### src/rtl/dat_read_phys_pkg.sv
// Shared definitions for the SD DAT read path: default widths, one-hot read states, CRC16 step.
package dat_read_phys_pkg;

  localparam int DAT_FIFO_WIDTH      = 32;
  localparam int DAT_BLOCK_SZ_WIDTH  = 12;
  localparam int DAT_BLOCK_CNT_WIDTH = 16;
  localparam int DAT_TIMEOUT_WIDTH   = 16;

  localparam logic [15:0] CRC16_POLY = 16'h1021;

  typedef enum logic [4:0] {
    ST_IDLE       = 5'b00001,
    ST_WAIT_START = 5'b00010,
    ST_RECV_DATA  = 5'b00100,
    ST_RECV_CRC   = 5'b01000,
    ST_RECV_END   = 5'b10000
  } rd_state_t;

  // One serial step of x^16+x^12+x^5+1, data bit entering at the MSB side.
  function automatic logic [15:0] crc16_next(input logic [15:0] crc, input logic din);
    logic fb;
    fb = din ^ crc[15];
    return {crc[14:0], 1'b0} ^ (fb ? CRC16_POLY : 16'h0000);
  endfunction

endpackage

### src/rtl/dat_read_phys_if.sv
// Rx FIFO write port of the DAT read path; master side is the PHY, slave side the FIFO.
interface dat_read_phys_if
  import dat_read_phys_pkg::*;
#(
  parameter int FIFO_WIDTH = DAT_FIFO_WIDTH
);

  logic                  rx_buf_full;
  logic                  rx_buf_wr_enb;
  logic [FIFO_WIDTH-1:0] rx_buf_din_out;

  modport master (
    input  rx_buf_full,
    output rx_buf_wr_enb,
    output rx_buf_din_out
  );

  modport slave (
    output rx_buf_full,
    input  rx_buf_wr_enb,
    input  rx_buf_din_out
  );

endinterface

### src/rtl/sd_crc16.sv
// Bit-serial CRC16 (x^16+x^12+x^5+1, init 0) for one SD DAT line; shared with the write path.
module sd_crc16
  import dat_read_phys_pkg::*;
(
  input  logic        sd_clk,
  input  logic        rst,
  input  logic        clear,
  input  logic        enable,
  input  logic        din,
  output logic [15:0] crc
);

  always_ff @(posedge sd_clk) begin
    if (rst || clear) begin
      crc <= '0;
    end else if (enable) begin
      crc <= crc16_next(crc, din);
    end
  end

endmodule

### src/rtl/dat_read_phys.sv
// SD DAT[3:0] read-path PHY: start bit, payload deserialization into Rx FIFO words, CRC16, end bit.
// Define DAT_RD_CRC_CHECK_EN to build the four per-line CRC16 checkers; otherwise crc_err is tied 0.
module dat_read_phys
  import dat_read_phys_pkg::*;
#(
  parameter int FIFO_WIDTH      = DAT_FIFO_WIDTH,
  parameter int BLOCK_SZ_WIDTH  = DAT_BLOCK_SZ_WIDTH,
  parameter int BLOCK_CNT_WIDTH = DAT_BLOCK_CNT_WIDTH,
  parameter int TIMEOUT_WIDTH   = DAT_TIMEOUT_WIDTH
) (
  input  logic                       sd_clk,
  input  logic                       rst,
  input  logic [3:0]                 DAT_din,
  input  logic [BLOCK_SZ_WIDTH-1:0]  block_sz,
  input  logic [BLOCK_CNT_WIDTH-1:0] block_cnt,
  input  logic                       multiple,
  input  logic                       read_flag,
  input  logic [TIMEOUT_WIDTH-1:0]   read_timeout,
  dat_read_phys_if.master            rx_if,
  output logic                       rd_busy,
  output logic                       tf_finished,
  output logic                       crc_err,
  output logic                       end_bit_err,
  output logic                       timeout_err,
  output logic                       overrun_err
);

  localparam int NIBS      = FIFO_WIDTH / 4;
  localparam int NIB_IDX_W = (NIBS > 1) ? $clog2(NIBS) : 1;
  localparam int NL_W      = BLOCK_SZ_WIDTH + 1;

  rd_state_t                  state, state_nxt;
  logic [NL_W-1:0]            nibbles_left, blk_nibbles;
  logic [BLOCK_CNT_WIDTH-1:0] blk_left;
  logic [TIMEOUT_WIDTH-1:0]   tmo_cnt;
  logic [4:0]                 crc_cnt;
  logic [NIB_IDX_W-1:0]       nib_idx, word_pad;
  logic [FIFO_WIDTH-5:0]      word_sr;
  logic [FIFO_WIDTH-1:0]      word_shift;
  logic                       last_nib, word_done;
  logic                       start_acc, tmo_hit, end_bad, crc_bad, blk_ok, blk_done;

  // Stale nibbles of the previous word sit above the fresh ones and fall off the final left shift.
  assign word_shift = {word_sr, DAT_din};
  assign word_pad   = NIB_IDX_W'(NIBS - 1) - nib_idx;
  assign last_nib   = (nibbles_left == NL_W'(1));
  assign word_done  = (state == ST_RECV_DATA) && (last_nib || nib_idx == NIB_IDX_W'(NIBS - 1));
  assign rd_busy    = (state != ST_IDLE);

  always_comb begin
    state_nxt = state;
    start_acc = 1'b0;
    tmo_hit   = 1'b0;
    end_bad   = 1'b0;
    blk_ok    = 1'b0;
    blk_done  = 1'b0;
    case (state)
      ST_IDLE: begin
        if (read_flag) begin
          start_acc = 1'b1;
          state_nxt = ST_WAIT_START;
        end
      end
      ST_WAIT_START: begin
        if (DAT_din == 4'h0) begin
          state_nxt = (nibbles_left == '0) ? ST_RECV_CRC : ST_RECV_DATA;
        end else if (read_timeout != '0 && tmo_cnt == read_timeout - TIMEOUT_WIDTH'(1)) begin
          tmo_hit   = 1'b1;
          state_nxt = ST_IDLE;
        end
      end
      ST_RECV_DATA: begin
        if (last_nib) state_nxt = ST_RECV_CRC;
      end
      ST_RECV_CRC: begin
        if (crc_cnt == 5'd1) state_nxt = ST_RECV_END;
      end
      ST_RECV_END: begin
        end_bad = (DAT_din != 4'hF);
        if (end_bad || crc_bad) begin
          state_nxt = ST_IDLE;
        end else begin
          blk_ok = 1'b1;
          if (blk_left == BLOCK_CNT_WIDTH'(1)) begin
            blk_done  = 1'b1;
            state_nxt = ST_IDLE;
          end else begin
            state_nxt = ST_WAIT_START;
          end
        end
      end
      default: state_nxt = ST_IDLE;
    endcase
  end

  always_ff @(posedge sd_clk) begin
    if (rst) begin
      state                <= ST_IDLE;
      nibbles_left         <= '0;
      blk_nibbles          <= '0;
      blk_left             <= '0;
      tmo_cnt              <= '0;
      crc_cnt              <= '0;
      nib_idx              <= '0;
      word_sr              <= '0;
      rx_if.rx_buf_wr_enb  <= 1'b0;
      rx_if.rx_buf_din_out <= '0;
      tf_finished          <= 1'b0;
      end_bit_err          <= 1'b0;
      timeout_err          <= 1'b0;
      overrun_err          <= 1'b0;
    end else begin
      state               <= state_nxt;
      rx_if.rx_buf_wr_enb <= 1'b0;
      tf_finished         <= blk_done;
      end_bit_err         <= end_bad;
      timeout_err         <= tmo_hit;
      crc_cnt             <= (state == ST_RECV_CRC) ? crc_cnt - 5'd1 : 5'd16;
      if (start_acc) begin
        nibbles_left <= {block_sz, 1'b0};
        blk_nibbles  <= {block_sz, 1'b0};
        blk_left     <= (multiple && block_cnt != '0) ? block_cnt : BLOCK_CNT_WIDTH'(1);
        overrun_err  <= 1'b0;
        tmo_cnt      <= '0;
        nib_idx      <= '0;
      end
      if (state == ST_WAIT_START) tmo_cnt <= tmo_cnt + TIMEOUT_WIDTH'(1);
      // The card cannot be stalled, so a word arriving while the FIFO is full is simply lost.
      if (state == ST_RECV_DATA) begin
        nibbles_left <= nibbles_left - NL_W'(1);
        word_sr      <= word_shift[FIFO_WIDTH-5:0];
        nib_idx      <= word_done ? '0 : nib_idx + NIB_IDX_W'(1);
        if (word_done) begin
          if (rx_if.rx_buf_full) begin
            overrun_err <= 1'b1;
          end else begin
            rx_if.rx_buf_wr_enb  <= 1'b1;
            rx_if.rx_buf_din_out <= word_shift << {word_pad, 2'b00};
          end
        end
      end
      if (blk_ok) begin
        blk_left     <= blk_left - BLOCK_CNT_WIDTH'(1);
        nibbles_left <= blk_nibbles;
        tmo_cnt      <= '0;
      end
    end
  end

`ifdef DAT_RD_CRC_CHECK_EN
  logic [3:0][15:0] crc_calc;
  logic [3:0][15:0] crc_rx;
  logic             crc_clr, crc_en;

  assign crc_clr = (state == ST_IDLE) || (state == ST_WAIT_START);
  assign crc_en  = (state == ST_RECV_DATA);

  for (genvar i = 0; i < 4; i++) begin : g_crc
    sd_crc16 u_crc (
      .sd_clk (sd_clk),
      .rst    (rst),
      .clear  (crc_clr),
      .enable (crc_en),
      .din    (DAT_din[i]),
      .crc    (crc_calc[i])
    );
  end

  always_ff @(posedge sd_clk) begin
    if (rst) begin
      crc_rx  <= '0;
      crc_err <= 1'b0;
    end else begin
      crc_err <= (state == ST_RECV_END) && crc_bad;
      if (state == ST_RECV_CRC) begin
        for (int i = 0; i < 4; i++) crc_rx[i] <= {crc_rx[i][14:0], DAT_din[i]};
      end
    end
  end

  assign crc_bad = (crc_calc != crc_rx);
`else
  assign crc_bad = 1'b0;
  assign crc_err = 1'b0;
`endif

endmodule

### src/flat_wrapper.sv
// flat-port wrapper written by rule: the top's interface ports become plain ports
module dat_read_phys_flat import dat_read_phys_pkg::*;
#(
  parameter int FIFO_WIDTH      = DAT_FIFO_WIDTH,
  parameter int BLOCK_SZ_WIDTH  = DAT_BLOCK_SZ_WIDTH,
  parameter int BLOCK_CNT_WIDTH = DAT_BLOCK_CNT_WIDTH,
  parameter int TIMEOUT_WIDTH   = DAT_TIMEOUT_WIDTH
)
  (sd_clk, rst, DAT_din, block_sz, block_cnt, multiple, read_flag, read_timeout, rd_busy, tf_finished, crc_err, end_bit_err, timeout_err, overrun_err, rx_if_rx_buf_full, rx_if_rx_buf_wr_enb, rx_if_rx_buf_din_out);
  dat_read_phys_if #(.FIFO_WIDTH(FIFO_WIDTH)) rx_if_i ();
  input  logic sd_clk;
  input  logic rst;
  input  logic [3:0] DAT_din;
  input  logic [BLOCK_SZ_WIDTH-1:0] block_sz;
  input  logic [BLOCK_CNT_WIDTH-1:0] block_cnt;
  input  logic multiple;
  input  logic read_flag;
  input  logic [TIMEOUT_WIDTH-1:0] read_timeout;
  output logic rd_busy;
  output logic tf_finished;
  output logic crc_err;
  output logic end_bit_err;
  output logic timeout_err;
  output logic overrun_err;
  input wire logic [$bits(rx_if_i.rx_buf_full)-1:0] rx_if_rx_buf_full;
  output wire logic [$bits(rx_if_i.rx_buf_wr_enb)-1:0] rx_if_rx_buf_wr_enb;
  output wire logic [$bits(rx_if_i.rx_buf_din_out)-1:0] rx_if_rx_buf_din_out;
  assign rx_if_i.rx_buf_full = rx_if_rx_buf_full;
  assign rx_if_rx_buf_wr_enb = rx_if_i.rx_buf_wr_enb;
  assign rx_if_rx_buf_din_out = rx_if_i.rx_buf_din_out;
  dat_read_phys #(.FIFO_WIDTH(FIFO_WIDTH), .BLOCK_SZ_WIDTH(BLOCK_SZ_WIDTH), .BLOCK_CNT_WIDTH(BLOCK_CNT_WIDTH), .TIMEOUT_WIDTH(TIMEOUT_WIDTH)) u_core (.sd_clk(sd_clk), .rst(rst), .DAT_din(DAT_din), .block_sz(block_sz), .block_cnt(block_cnt), .multiple(multiple), .read_flag(read_flag), .read_timeout(read_timeout), .rx_if(rx_if_i), .rd_busy(rd_busy), .tf_finished(tf_finished), .crc_err(crc_err), .end_bit_err(end_bit_err), .timeout_err(timeout_err), .overrun_err(overrun_err));
endmodule
### config.mk
export PLATFORM = sky130hd
export DESIGN_NAME = dat_read_phys_flat
export DESIGN_NICKNAME = d
export VERILOG_FILES = /design/src/rtl/dat_read_phys_pkg.sv /design/src/rtl/dat_read_phys_if.sv /design/src/rtl/sd_crc16.sv /design/src/rtl/dat_read_phys.sv /design/src/flat_wrapper.sv
export SDC_FILE = /design/constraint.sdc
export NUM_CORES = 1
export LEC_CHECK = 0
export BUFFER_PORTS_ARGS = -buffer_cell sky130_fd_sc_hd__buf_4
export CAP_MARGIN = 20
export CORE_ASPECT_RATIO = 1.2
export CORE_MARGIN = 3
export CORE_UTILIZATION = 58
export CTS_CLUSTER_SIZE = 16
export DETAILED_ROUTE_END_ITERATION = 16
export PLACE_DENSITY_LB_ADDON = 0.12
export SYNTH_ARGS = -nofsm -noshare
export SYNTH_HDL_FRONTEND = slang
export SYNTH_SLANG_ARGS = --single-unit
export TNS_END_PERCENT = 5
### constraint.sdc
create_clock -name sd_clk -period 2.3 [get_ports sd_clk]
set_input_delay 0.46 -clock sd_clk [delete_from_list [all_inputs] [get_ports sd_clk]]
set_output_delay 0.46 -clock sd_clk [all_outputs]
set_load 0.05 [all_outputs]
==> impl_results.md <==
- Setup Viol. Count Final: 0
- Clk slew on worst S/H paths: 60 ps
- Worst EP arrival: ~1700 ps
- Ys flop type: dfxtp_1
- Syn Area/Cell: 7.67 sq um
- Worst setup path category: flip-flop to output pin
- Vias per cell: a little under 6
- Status: finished, final reports clean
- Sum Neg Setup Slack: 0 ps
- Setup repair after global routing missed its margin: false
- Post-synthesis sequential area ratio: 38.5%
- Yosys top cell by area: dfxtp_1
- Worst vdd rail ir drop: about 0.40 mV
- EDFF count, synth: 0
- Die width: ~110 um
- Clock Latency Late Sink: 420 ps
- Slew @ Worst Pin: about 510 ps
- First-pass DRT Iterations: 5
- Startpoint class of the critical path: flip-flop
- CTS Hold Buffers Added: 0
- Most frequent cells in the layout: nand2_1 (163), dfxtp_1 (135), buf_4 (121), nor2_1 (103), a21oi_1 (99)
- Slew Viols, Final: 0
- WL final: 18600 um
- Fmax: around 0.46 GHz
- Crit Path Max Fanout: 9
- IO Pins: 92
- Synth Register Bits: 135
- GPL Wtd Cong: about 0.85
- Rel. slew slack: 66.0%
- Final WS setup: 126 ps
- Top cell type's share of synthesized area: 38.5%
- Total Nets Final: about 1100
- Layout area overhead: 20.6%
- Core Util, Final: 72.6%
- 1st-iter DRT viols: a little under 400
- Mapped Area: 0.00703 sq mm
- Max Cap Viol: 0
- DIE AREA: ~0.013 sq mm
- Chip Height: 127 um
- CTS tree: done
- Final Critical Period: 2170 ps
- Period utilization: 94.5%
- Antenna Nets Post-Route: 0
- Placed insts: 1139
- Final hold violations: 0
- Vias in the first global route: 6192
- Core box area: approximately 0.012 sq mm
- Worst clock skew: 9.87 ps
- Place WS: 32.5 ps
- Syn Nets: 979
- PortBufs: 90
- Synthesized netlist cell count: approximately 900
- Final Non-Filler Cells: 1172
- H-tree levels: 4
- Tot GR Track Use: 27.4%
- Area contributors post-synth: dfxtp_1 (38%), nand2_1 (8.8%), a21oi_1 (7.1%), nor2_1 (5.5%), mux2i_1 (3.6%)
- Async SR Flop Fraction: 0%
- Tightest Hold Check Type: input port to flip-flop
- Mean routed wirelength per cell: 15.8 um
- CP Capture Type: output pin
- Worst Path Required: 1840 ps
- Root buffer cell: clkbuf_16
- Inserted Diodes: 0
- Rows: 43
- Largest net degree at the start of global routing: 50
- CTS buffer count: 17
- Via count: just under 7000
- Worst-case clock buffer depth: 2
- PD cells: roughly 700 mW/mm^2
- Clk sinks: 135
- P_leak: 3.17 nW
- Global route overflow: 0
- # DRC: 0
- YS warnings: 0
- Synth cell types: 58
- Global-route wire length before repair: 30100 um
- Layout cells sized above 1: around 18%
- DPL Wire Length: approximately 13000 um
- Commonest non-fill, non-tap cell in the layout: nand2_1
- Number of antenna violations at the first check in global routing: 0
- Initial cell density of the core: 60.2%
## synth_stat cells, drive strengths merged (8+ instances only)
master / instances
nor4: 19
dfxtp: 135
nand4: 8
buf: 15
inv: 17
mux2i: 25
xnor2: 26
a22oi: 9
o211ai: 9
a211oi: 14
a21oi: 99
xor2: 9
and3: 9
ha: 10
o21ai: 47
mux2: 18
clkbuf: 40
nand3: 34
nor2: 103
nor3: 28
nand2: 164
nor2b: 8
## final cells by class
type	count	area, sq um
timing repair buffer	122	920
tap	157	196
clock buffer	17	425
clock inverter	15	168
sequential	135	2700
inverter	17	63.8
multi-input combinational	709	4000
fill	959	3200
## through the flow
stage	total power [mW]	instance area (sq um)	hold WS, ps
2_1_floorplan	3.08	7030	430
5_1_grt	6.29	8480	276
6_report	6.04	8480	290
3_5_place_dp	3.35	7870	445
3_3_place_gp	3.34	7870	439
4_1_cts	6.06	8460	279
## critical path, stage by stage (launching register included)
cell	delay, ps
dfxtp_1	390
nor3_2	410
and2_1	250
inv_1	70
buf_4	190
## flip-flops by register name, indices dropped and copies added, names as in the netlist
name                         flops
u_core.blk_left                 16
u_core.blk_nibbles              12
u_core.crc_cnt                   5
u_core.end_bit_err               1
u_core.nib_idx                   3
u_core.nibbles_left             13
u_core.overrun_err               1
u_core.rx_if.rx_buf_din_out     32
u_core.rx_if.rx_buf_wr_enb       1
u_core.state                     5
u_core.tf_finished               1
u_core.timeout_err               1
u_core.tmo_cnt                  16
u_core.word_sr                  28
## what timing repair did
| item | 4_1_cts | 5_1_grt |
|---|---|---|
| endpoints found under the hold margin | 0 | 0 |
| setup buffers | 0 | 0 |
| endpoints found under the setup margin | 0 | 11 |
| gates resized for setup | 0 | 2 |
## cells by family (layout without fill, tap and decap cells)
family                     Yosys count  count (layout)  share of synthesized area, %
AOI/OAI and AO/OA                  216             216                          18.1
xor gates and xnor gates            35              35                          4.36
adders and majority gates           10              10                          1.78
buffers and inverters               72             171                          4.70
DFF                                135             135                          38.5
muxes                               43              43                          6.44
other                                1               1                        0.0534
and+or+nand+nor                    404             404                          26.1
## final timing paths
kind                         start                     end  slack, ps  cells after the start
max                u_core.state[2]                 rd_busy        130                      4
min                   block_cnt[8]      u_core.blk_left[8]        290                      3
max reg2reg        u_core.state[2]      u_core.blk_left[7]        180                      5
min reg2reg  u_core.blk_nibbles[3]  u_core.nibbles_left[3]        450                      2
## per-layer routing
layer  GRT usage, %  part of all wire, %  vias up
li1               -                    -     3399
met1           32.9                   42     3233
met2           49.2                   51      207
met3           5.09                  4.8       33
met4           9.56                  2.7        0
met5              0                    0        -
## power by group
| part | switching [mW] | internal (mW) |
|---|---|---|
| Combinational | 0.481 | 0.333 |
| Clock | 1.11 | 1.62 |
| Sequential | 0.0829 | 2.42 |
Power figures use the tool's default switching activity.
